===== config.mk =====
export PLATFORM = sky130hd
export DESIGN_NAME = data_memory_arbiter
export DESIGN_NICKNAME = d
export VERILOG_FILES = /design/src/rtl/data_memory_arbiter.sv
export SDC_FILE = /design/constraint.sdc
export NUM_CORES = 1
export LEC_CHECK = 0
export CAP_MARGIN = 5
export CORE_MARGIN = 3
export CORE_UTILIZATION = 43
export DETAILED_ROUTE_END_ITERATION = 8
export GPL_TIMING_DRIVEN = 0
export PLACE_DENSITY_LB_ADDON = 0.05
export SLEW_MARGIN = 20
export SYNTH_ARGS = -nofsm -noshare
export SYNTH_HDL_FRONTEND = slang
export SYNTH_SLANG_ARGS = --single-unit

===== constraint.sdc =====
create_clock -name clk -period 4.65 [get_ports clk]
set_clock_uncertainty 0.1 [all_clocks]
set_input_delay 0.465 -clock clk [delete_from_list [all_inputs] [get_ports clk]]
set_output_delay 0.465 -clock clk [all_outputs]
set_load 0.005 [all_outputs]

===== src/rtl/data_memory_arbiter.sv =====
// Round-robin arbiter sharing one single-port data memory between port A (core LSU)
// and port B (debug/DMA loader); one transaction per three cycles, one-cycle response pulse.
module data_memory_arbiter #(
    parameter int MEMORY_BITS = 8
) (
    input  logic                   clk,
    input  logic                   rst,

    input  logic                   a_req_valid,
    output logic                   a_req_ready,
    input  logic                   a_req_write,
    input  logic [MEMORY_BITS-1:0] a_req_address,
    input  logic [MEMORY_BITS-1:0] a_req_data,
    output logic                   a_resp_valid,
    output logic [MEMORY_BITS-1:0] a_resp_data,

    input  logic                   b_req_valid,
    output logic                   b_req_ready,
    input  logic                   b_req_write,
    input  logic [MEMORY_BITS-1:0] b_req_address,
    input  logic [MEMORY_BITS-1:0] b_req_data,
    output logic                   b_resp_valid,
    output logic [MEMORY_BITS-1:0] b_resp_data,

    output logic                   mem_write_enable,
    output logic [MEMORY_BITS-1:0] mem_address,
    output logic [MEMORY_BITS-1:0] mem_data_in,
    input  logic [MEMORY_BITS-1:0] mem_data_out,

    output logic                   busy
);

    localparam int MB = MEMORY_BITS;

    typedef enum logic [1:0] {
        IDLE   = 2'd0,
        ACCESS = 2'd1,
        RESP   = 2'd2
    } state_t;

    state_t          state_reg;
    logic            last_grant_reg;    // 0 = port A, 1 = port B
    logic            owner_reg;
    logic            write_reg;
    logic            mem_write_enable_reg;
    logic [MB-1:0]   address_reg;
    logic [MB-1:0]   data_reg;

    // Both ports gathered into arrays so the per-port logic can be generated once.
    logic [1:0]      req_valid;
    logic [1:0]      req_write;
    logic [MB-1:0]   req_address [2];
    logic [MB-1:0]   req_data    [2];
    logic [1:0]      grant;
    logic            accept;
    logic            winner;

    assign req_valid      = {b_req_valid, a_req_valid};
    assign req_write      = {b_req_write, a_req_write};
    assign req_address[0] = a_req_address;
    assign req_address[1] = b_req_address;
    assign req_data[0]    = a_req_data;
    assign req_data[1]    = b_req_data;

    genvar gi;
    generate
        for (gi = 0; gi < 2; gi++) begin : g_port
            localparam logic PORT_ID = 1'(gi);

            logic          resp_valid_reg;
            logic [MB-1:0] resp_data_reg;

            // A contested grant goes to the port that was not served last.
            assign grant[gi] = (state_reg == IDLE) && !rst && req_valid[gi] &&
                               (!req_valid[1-gi] || (last_grant_reg != PORT_ID));

            always_ff @(posedge clk) begin
                if (rst) begin
                    resp_valid_reg <= 1'b0;
                    resp_data_reg  <= '0;
                end else begin
                    resp_valid_reg <= (state_reg == ACCESS) && (owner_reg == PORT_ID);
                    if ((state_reg == ACCESS) && (owner_reg == PORT_ID)) begin
                        resp_data_reg <= write_reg ? '0 : mem_data_out;
                    end
                end
            end
        end
    endgenerate

    assign accept = |grant;
    assign winner = grant[1];

    always_ff @(posedge clk) begin
        if (rst) begin
            state_reg            <= IDLE;
            last_grant_reg       <= 1'b1;
            owner_reg            <= 1'b0;
            write_reg            <= 1'b0;
            mem_write_enable_reg <= 1'b0;
            address_reg          <= '0;
            data_reg             <= '0;
        end else begin
            case (state_reg)
                IDLE: begin
                    if (accept) begin
                        state_reg            <= ACCESS;
                        owner_reg            <= winner;
                        last_grant_reg       <= winner;
                        write_reg            <= req_write[winner];
                        mem_write_enable_reg <= req_write[winner];
                        address_reg          <= req_address[winner];
                        data_reg             <= req_data[winner];
                    end
                end
                ACCESS: begin
                    state_reg            <= RESP;
                    mem_write_enable_reg <= 1'b0;
                end
                RESP: begin
                    state_reg <= IDLE;
                end
                default: begin
                    state_reg            <= IDLE;
                    mem_write_enable_reg <= 1'b0;
                end
            endcase
        end
    end

    // Address and data registers hold after the access so the memory's idle read stays put.
    assign mem_write_enable = mem_write_enable_reg;
    assign mem_address      = address_reg;
    assign mem_data_in      = data_reg;

    assign a_req_ready  = grant[0];
    assign b_req_ready  = grant[1];
    assign a_resp_valid = g_port[0].resp_valid_reg;
    assign a_resp_data  = g_port[0].resp_data_reg;
    assign b_resp_valid = g_port[1].resp_valid_reg;
    assign b_resp_data  = g_port[1].resp_data_reg;
    assign busy         = (state_reg != IDLE);

endmodule


==> results of run 1 <==
-- critical path, cell delays in order --
cell and delay (ns):
clkdlybuf4s50_1 0.53, or3b_2 0.47, nor3_1 0.26, clkdlybuf4s50_1 0.55
-- synthesized netlist by cell type, types with 2 or more instances --
| master | count | area (sq um) |
|---|---|---|
| buf_2 | 7 | 35.0 |
| mux2i_1 | 2 | 20.0 |
| a21oi_1 | 33 | 165 |
| nor3_1 | 2 | 10.0 |
| a311oi_2 | 7 | 105 |
| nor2_1 | 4 | 15.0 |
| buf_6 | 2 | 22.5 |
| nand2_1 | 65 | 244 |
| or3b_2 | 2 | 17.5 |
| nand2b_1 | 2 | 12.5 |
| nor2b_1 | 9 | 56.3 |
| clkbuf_1 | 7 | 26.3 |
| dfxtp_1 | 40 | 801 |
| a311oi_1 | 9 | 78.8 |
-- kinds of logic after synthesis --
logic type,Yosys count
AO/OA/AOI/OAI,55
multiplexers,2
buffers and inverters,17
AND/OR/NAND/NOR,89
flip-flops,40
-- worst min path at each step --
stage                             startpoint                       endpoint  slack (ns)  depth (start not counted)
2_1_floorplan  mem_write_enable$_SDFFE_PP0P_  mem_write_enable$_SDFFE_PP0P_        0.35                          2
3_3_place_gp     a_resp_data[4]$_SDFFE_PP0P_    a_resp_data[4]$_SDFFE_PP0P_        0.34                          2
3_5_place_dp     a_resp_data[5]$_SDFFE_PP0P_    a_resp_data[5]$_SDFFE_PP0P_        0.35                          2
4_1_cts          b_resp_data[4]$_SDFFE_PP0P_    b_resp_data[4]$_SDFFE_PP0P_        0.36                          2
5_1_grt          b_resp_data[5]$_SDFFE_PP0P_    b_resp_data[5]$_SDFFE_PP0P_        0.38                          2
6_report         b_resp_data[4]$_SDFFE_PP0P_    b_resp_data[4]$_SDFFE_PP0P_        0.35                          2
-- routing by layer --
layer / global-route usage [%] / vias to the layer above / routed length, um
met5: 0 / - / 0
met4: 5.86 / 0 / 67
met3: 7.73 / 9 / 419
met2: 33.7 / 65 / 2170
met1: 20.4 / 768 / 1760
li1: - / 875 / -
-- power groups by stage --
stage	clock (mW)	combinational (mW)	sequential, mW
3_3_place_gp	0	0.188	0.389
4_1_cts	0.280	0.191	0.382
5_1_grt	0.293	0.207	0.386
6_report	0.272	0.188	0.382
3_5_place_dp	0	0.189	0.390
2_1_floorplan	0	0.0859	0.390
-- cell type report --
cell class              instances  share of cell area (%)
clock inverters                 2                    1.29
multi-input cells             146                    30.5
flip-flops and latches         40                    29.5
clock buffers                   6                    2.67
well taps                      48                    2.21
inverters                       1                   0.138
plain buffers                  16                    3.09
repair buffers                 83                    30.6
==> results.toml, run 1 <==
[cells_and_area]
multi_input_area_sq_um = 827
register_area_sq_um = 801
final_common_cell = "clkdlybuf4s50_1"
antenna_cells = 0
syn_to_final_growth_pct = 58.2
nFillCells = 338
drive_gt1_share_pct = 9.86
stdcell_count = 342
layout_common_cells = "clkdlybuf4s50_1, nand2_1, dfxtp_1"
nNetsFinal = 339
design_area_sq_um = 2710
fin_util_pct = 72.5

[synthesis]
synth_nets = 249
yosysUniqueCellTypes = 26
avgSynthCellArea_sq_um = 8.45
synthXorXnorAreaFrac_pct = 0
synthAdderAreaFrac_pct = 0
synth_mux_area_share_pct = 1.17
synth_top_family_by_area = "compound AO/OA/AOI/OAI gates"
synth_compound_area_share_pct = 23.9
ys_seq_elements = 40
synth_area_sq_um = 1720
ys_async_sr_fraction_pct = 0
syn_inst = 203
synth_warnings = 0
yosysSeqAreaShare_pct = 46.7
synth-simple-area-share_pct = 23.1
synth-main-ff-cell = "dfxtp_1"
synth_edf_count = 0

[hold_path]
hold_class = "reg2reg"

[die]
start_util_pct = 45.8
die_area_sq_um = 4780
die_h_um = 69.2
rows = 22
core_area_sq_um = 3740
die_width_um = 69.2
num_io_pins = 84

[worst_setup_path]
ff2ff_path_depth = 5
required_ns = 4.09
critPathKind = "in2out"
crit_path_end_kind = "output pin"
worstReg2RegEnd = "a_resp_data[7]$_SDFFE_PP0P_"
reg2reg_from = "state_reg[0]$_SDFFE_PP0P_"
critPathArrivalTime_ns = 2.28
critPathCapture = "a_req_ready"
cp_max_fo = 4
startpoint = "a_req_valid"
start_kind = "input pin"
rrSetupSlack_ns = 2.99

[grt]
grt_usage_pct = 19.0
grt_overflow = 0
antenna_found_initial = 0
grt_pass1_wl_mm = 7.36
grt_max_degree = 13
grt_pass1_vias = 1664

[place]
placed_cell_area_sq_um = 2610
dp_cells = 334
routabilityCongestion = 0.853
io_buffer_count = 83
dp_hpwl_mm = 3.30
pre_cts_slack_ns = 1.78

[routing]
wl_per_cell_um = 12.9
drtAntennaViolNets = 0
via_per_inst = 5.02
firstDrtPassIters = 5
num_vias = 1717
drc_errors = 0
wl_mm = 4.42
drtIter0Drc = 74

[sta]
rsz0062_at_grt = "false"
setup_ws_ns = 1.80
hold_viol = 0
fmax_mhz = 351
post-route-min-period_ns = 2.85
relSlewSlack_pct = 57.1
final-setup-viol-count = 0
maxSlewViolCount = 0
setup_tns_ns = 0
worstMarginPinSlew_ns = 0.644
whs_ns = 0.353
fin_crit_sh_pct = 61.2

[clocking]
clkTransAtPathRegs_ns = 0.07
clk_latency_ns = 0.29
clock_path_buffers = 2
post-cts-setup-buffers = 0
cts_tree = "done"
cts_hold_buf = 0
cts_root_buffer = "clkbuf_8"
cts-buffers-inserted = 5
cts.sinks = 40
htree_num_levels = 2
cts_resized = 0

[power_and_ir_drop]
p_seq_share_pct = 45.4
power_density_nw_per_um2 = 311
peakVddDrop_uv = 194
p_switching_uw = 207
internal_power_uw = 635
power.leakage_nw = 0.987
pwr-share-comb_pct = 22.3
clkPwrFrac_pct = 32.3
power_uw = 843
switching_share_pct = 24.6

[status]
status = "finished, final reports clean"

[run]
cap_violations = 0
No activity file was read; power rests on OpenSTA's default activity.
==> run 2: changes to the inputs <==
CORE_UTILIZATION = 36   (was 43)
clock period = 2.3 ns   (was 4.65 ns; I/O delays follow)
==> run 2 against run 1 <==
Design area rose by 0.92%. Utilization fell by 11 points. Largest cell class unchanged. Hold slack improved by 0.0014 ns. Die area rose by 18%. Largest power group unchanged. Highest routed layer unchanged. Sequential share of layout area fell by 0.27 points. First-iteration DRC count fell by 1.4%. Clock power rose by 110%. Total power rose by 110%. Critical path depth did not move. Wire length rose by 5.8%. Combinational power rose by 100%. Sequential cell count did not move.
==> results.toml, run 2 (synthesized netlist as in run 1, its figures left out) <==
[sta]
maxSlewViolCount = 0
rsz0062_at_grt = "false"
post-route-min-period_ns = 2.09
worstMarginPinSlew_ns = 0.647
final-setup-viol-count = 0
relSlewSlack_pct = 56.8
fin_crit_sh_pct = 90.9
hold_viol = 0
fmax_mhz = 478

[cells_and_area]
fin_util_pct = 61.2
drive_gt1_share_pct = 10.6
nNetsFinal = 337
layout_common_cells = "clkdlybuf4s50_1, nand2_1, dfxtp_1"
nFillCells = 420
syn_to_final_growth_pct = 59.7
antenna_cells = 0
design_area_sq_um = 2740
final_common_cell = "clkdlybuf4s50_1"

[clocking]
cts-buffers-inserted = 5
cts_root_buffer = "clkbuf_8"
htree_num_levels = 2
clkTransAtPathRegs_ns = 0.08
cts_tree = "done"
clock_path_buffers = 2
cts_hold_buf = 0
cts.sinks = 40
clk_latency_ns = 0.30

[routing]
wl_per_cell_um = 13.6
drtIter0Drc = 73
firstDrtPassIters = 4
drtAntennaViolNets = 0
wl_mm = 4.68
via_per_inst = 4.95
num_vias = 1704
drc_errors = 0

[place]
placed_cell_area_sq_um = 2610
io_buffer_count = 83
routabilityCongestion = 0.812
dp_hpwl_mm = 3.39

[worst_setup_path]
crit_path_max_incr_delay_ns = 0.45
crit_path_end_kind = "output pin"
critPathKind = "reg2out"
crit_slowest_cell = "clkdlybuf4s50_1"
crit_chain = "nor2_1, buf_2, inv_1, clkdlybuf4s50_1"
cp_max_fo = 19
start_kind = "flip-flop"
rrSetupSlack_ns = 0.69
required_ns = 1.97
critPathArrivalTime_ns = 1.76

[grt]
grt_overflow = 0
grt_usage_pct = 17.0
grt_pass1_vias = 1553
antenna_found_initial = 0
grt_pass1_wl_mm = 7.14
grt_max_degree = 14

[die]
rows = 24
die_area_sq_um = 5630
num_io_pins = 84
die_width_um = 75.0
start_util_pct = 38.3
core_area_sq_um = 4470
die_h_um = 75.0

[power_and_ir_drop]
p_seq_share_pct = 44.9
p_switching_uw = 451
clkPwrFrac_pct = 33.2
peakVddDrop_uv = 376
pwr-share-comb_pct = 21.9
power_density_nw_per_um2 = 633
internal_power_mw = 1.28
switching_share_pct = 26.0
power.leakage_nw = 1.02
power_mw = 1.73

[run]
cap_violations = 0

[hold_path]
hold_class = "reg2reg"

[status]
status = "finished, final reports clean"
-- run 2: cell count changes in the layout (fill, tap and decap cells not counted), sizes merged --
cell           delta
clkinvlp          +1
buf               -1
clkdlybuf4s50     -2
dlymetal6s2s      +2
clkbuf            -2
-- run 2: per-stage QoR --
step           setup TNS [ns]  hold slack [ns]  setup slack, ns  std cells
6_report                    0            0.355            0.208        344
5_1_grt                     0            0.375           0.0680        344
4_1_cts                     0            0.358           0.0243        345
3_5_place_dp           -0.104            0.346           -0.101        338
3_3_place_gp          -0.0985            0.343          -0.0946        338
2_1_floorplan               0            0.290            0.827        203
-- run 2: power by group through the flow --
stage / combinational (mW) / clock, mW / sequential [mW]
finish: 0.380 / 0.576 / 0.777
global route: 0.418 / 0.611 / 0.785
CTS: 0.386 / 0.588 / 0.777
detailed placement: 0.386 / 0 / 0.789
global placement: 0.388 / 0 / 0.788
floorplan: 0.174 / 0 / 0.789
-- run 2: what timing repair did --
action	in CTS	in global routing
buffers inserted	0	0
setup endpoints to repair	3	3
resized for setup	2	3
pin swaps	1	0
-- run 2: path summary, 6_finish.rpt --
path | from | to | depth (start not counted)
hold / removal | a_resp_data[4]$_SDFFE_PP0P_ | a_resp_data[4]$_SDFFE_PP0P_ | 2
hold reg to reg | a_resp_data[4]$_SDFFE_PP0P_ | a_resp_data[4]$_SDFFE_PP0P_ | 2
setup reg to reg | state_reg[0]$_SDFFE_PP0P_ | a_resp_data[3]$_SDFFE_PP0P_ | 4
setup / recovery | state_reg[1]$_SDFFE_PP0P_ | busy | 4
-- run 2: critical path: cells and delay by family, from the launching register on --
kind | cells | cell delay (ns)
buffers and inverters | 3 | 0.89
AND/OR/NAND/NOR | 1 | 0.18
flip-flops | 1 | 0.40
-- run 2: per-layer routing --
metal	global-route usage, %	share of wire, %	vias up
li1	-	-	873
met1	20.1	43	755
met2	27.6	48	68
met3	6.14	7.5	8
met4	7.71	1.5	0
met5	0	0	-
-- run 2: final cells by class --
class / count / area, sq um / area share, %
flip-flops and latches: 40 / 801 / 29.2
clock inverters: 3 / 42.5 / 1.55
inverters: 1 / 3.75 / 0.137
well taps: 52 / 65.1 / 2.38
clock buffers: 5 / 68.8 / 2.51
plain buffers: 14 / 75.1 / 2.74
multi-input cells: 146 / 847 / 30.9
repair buffers: 83 / 836 / 30.5
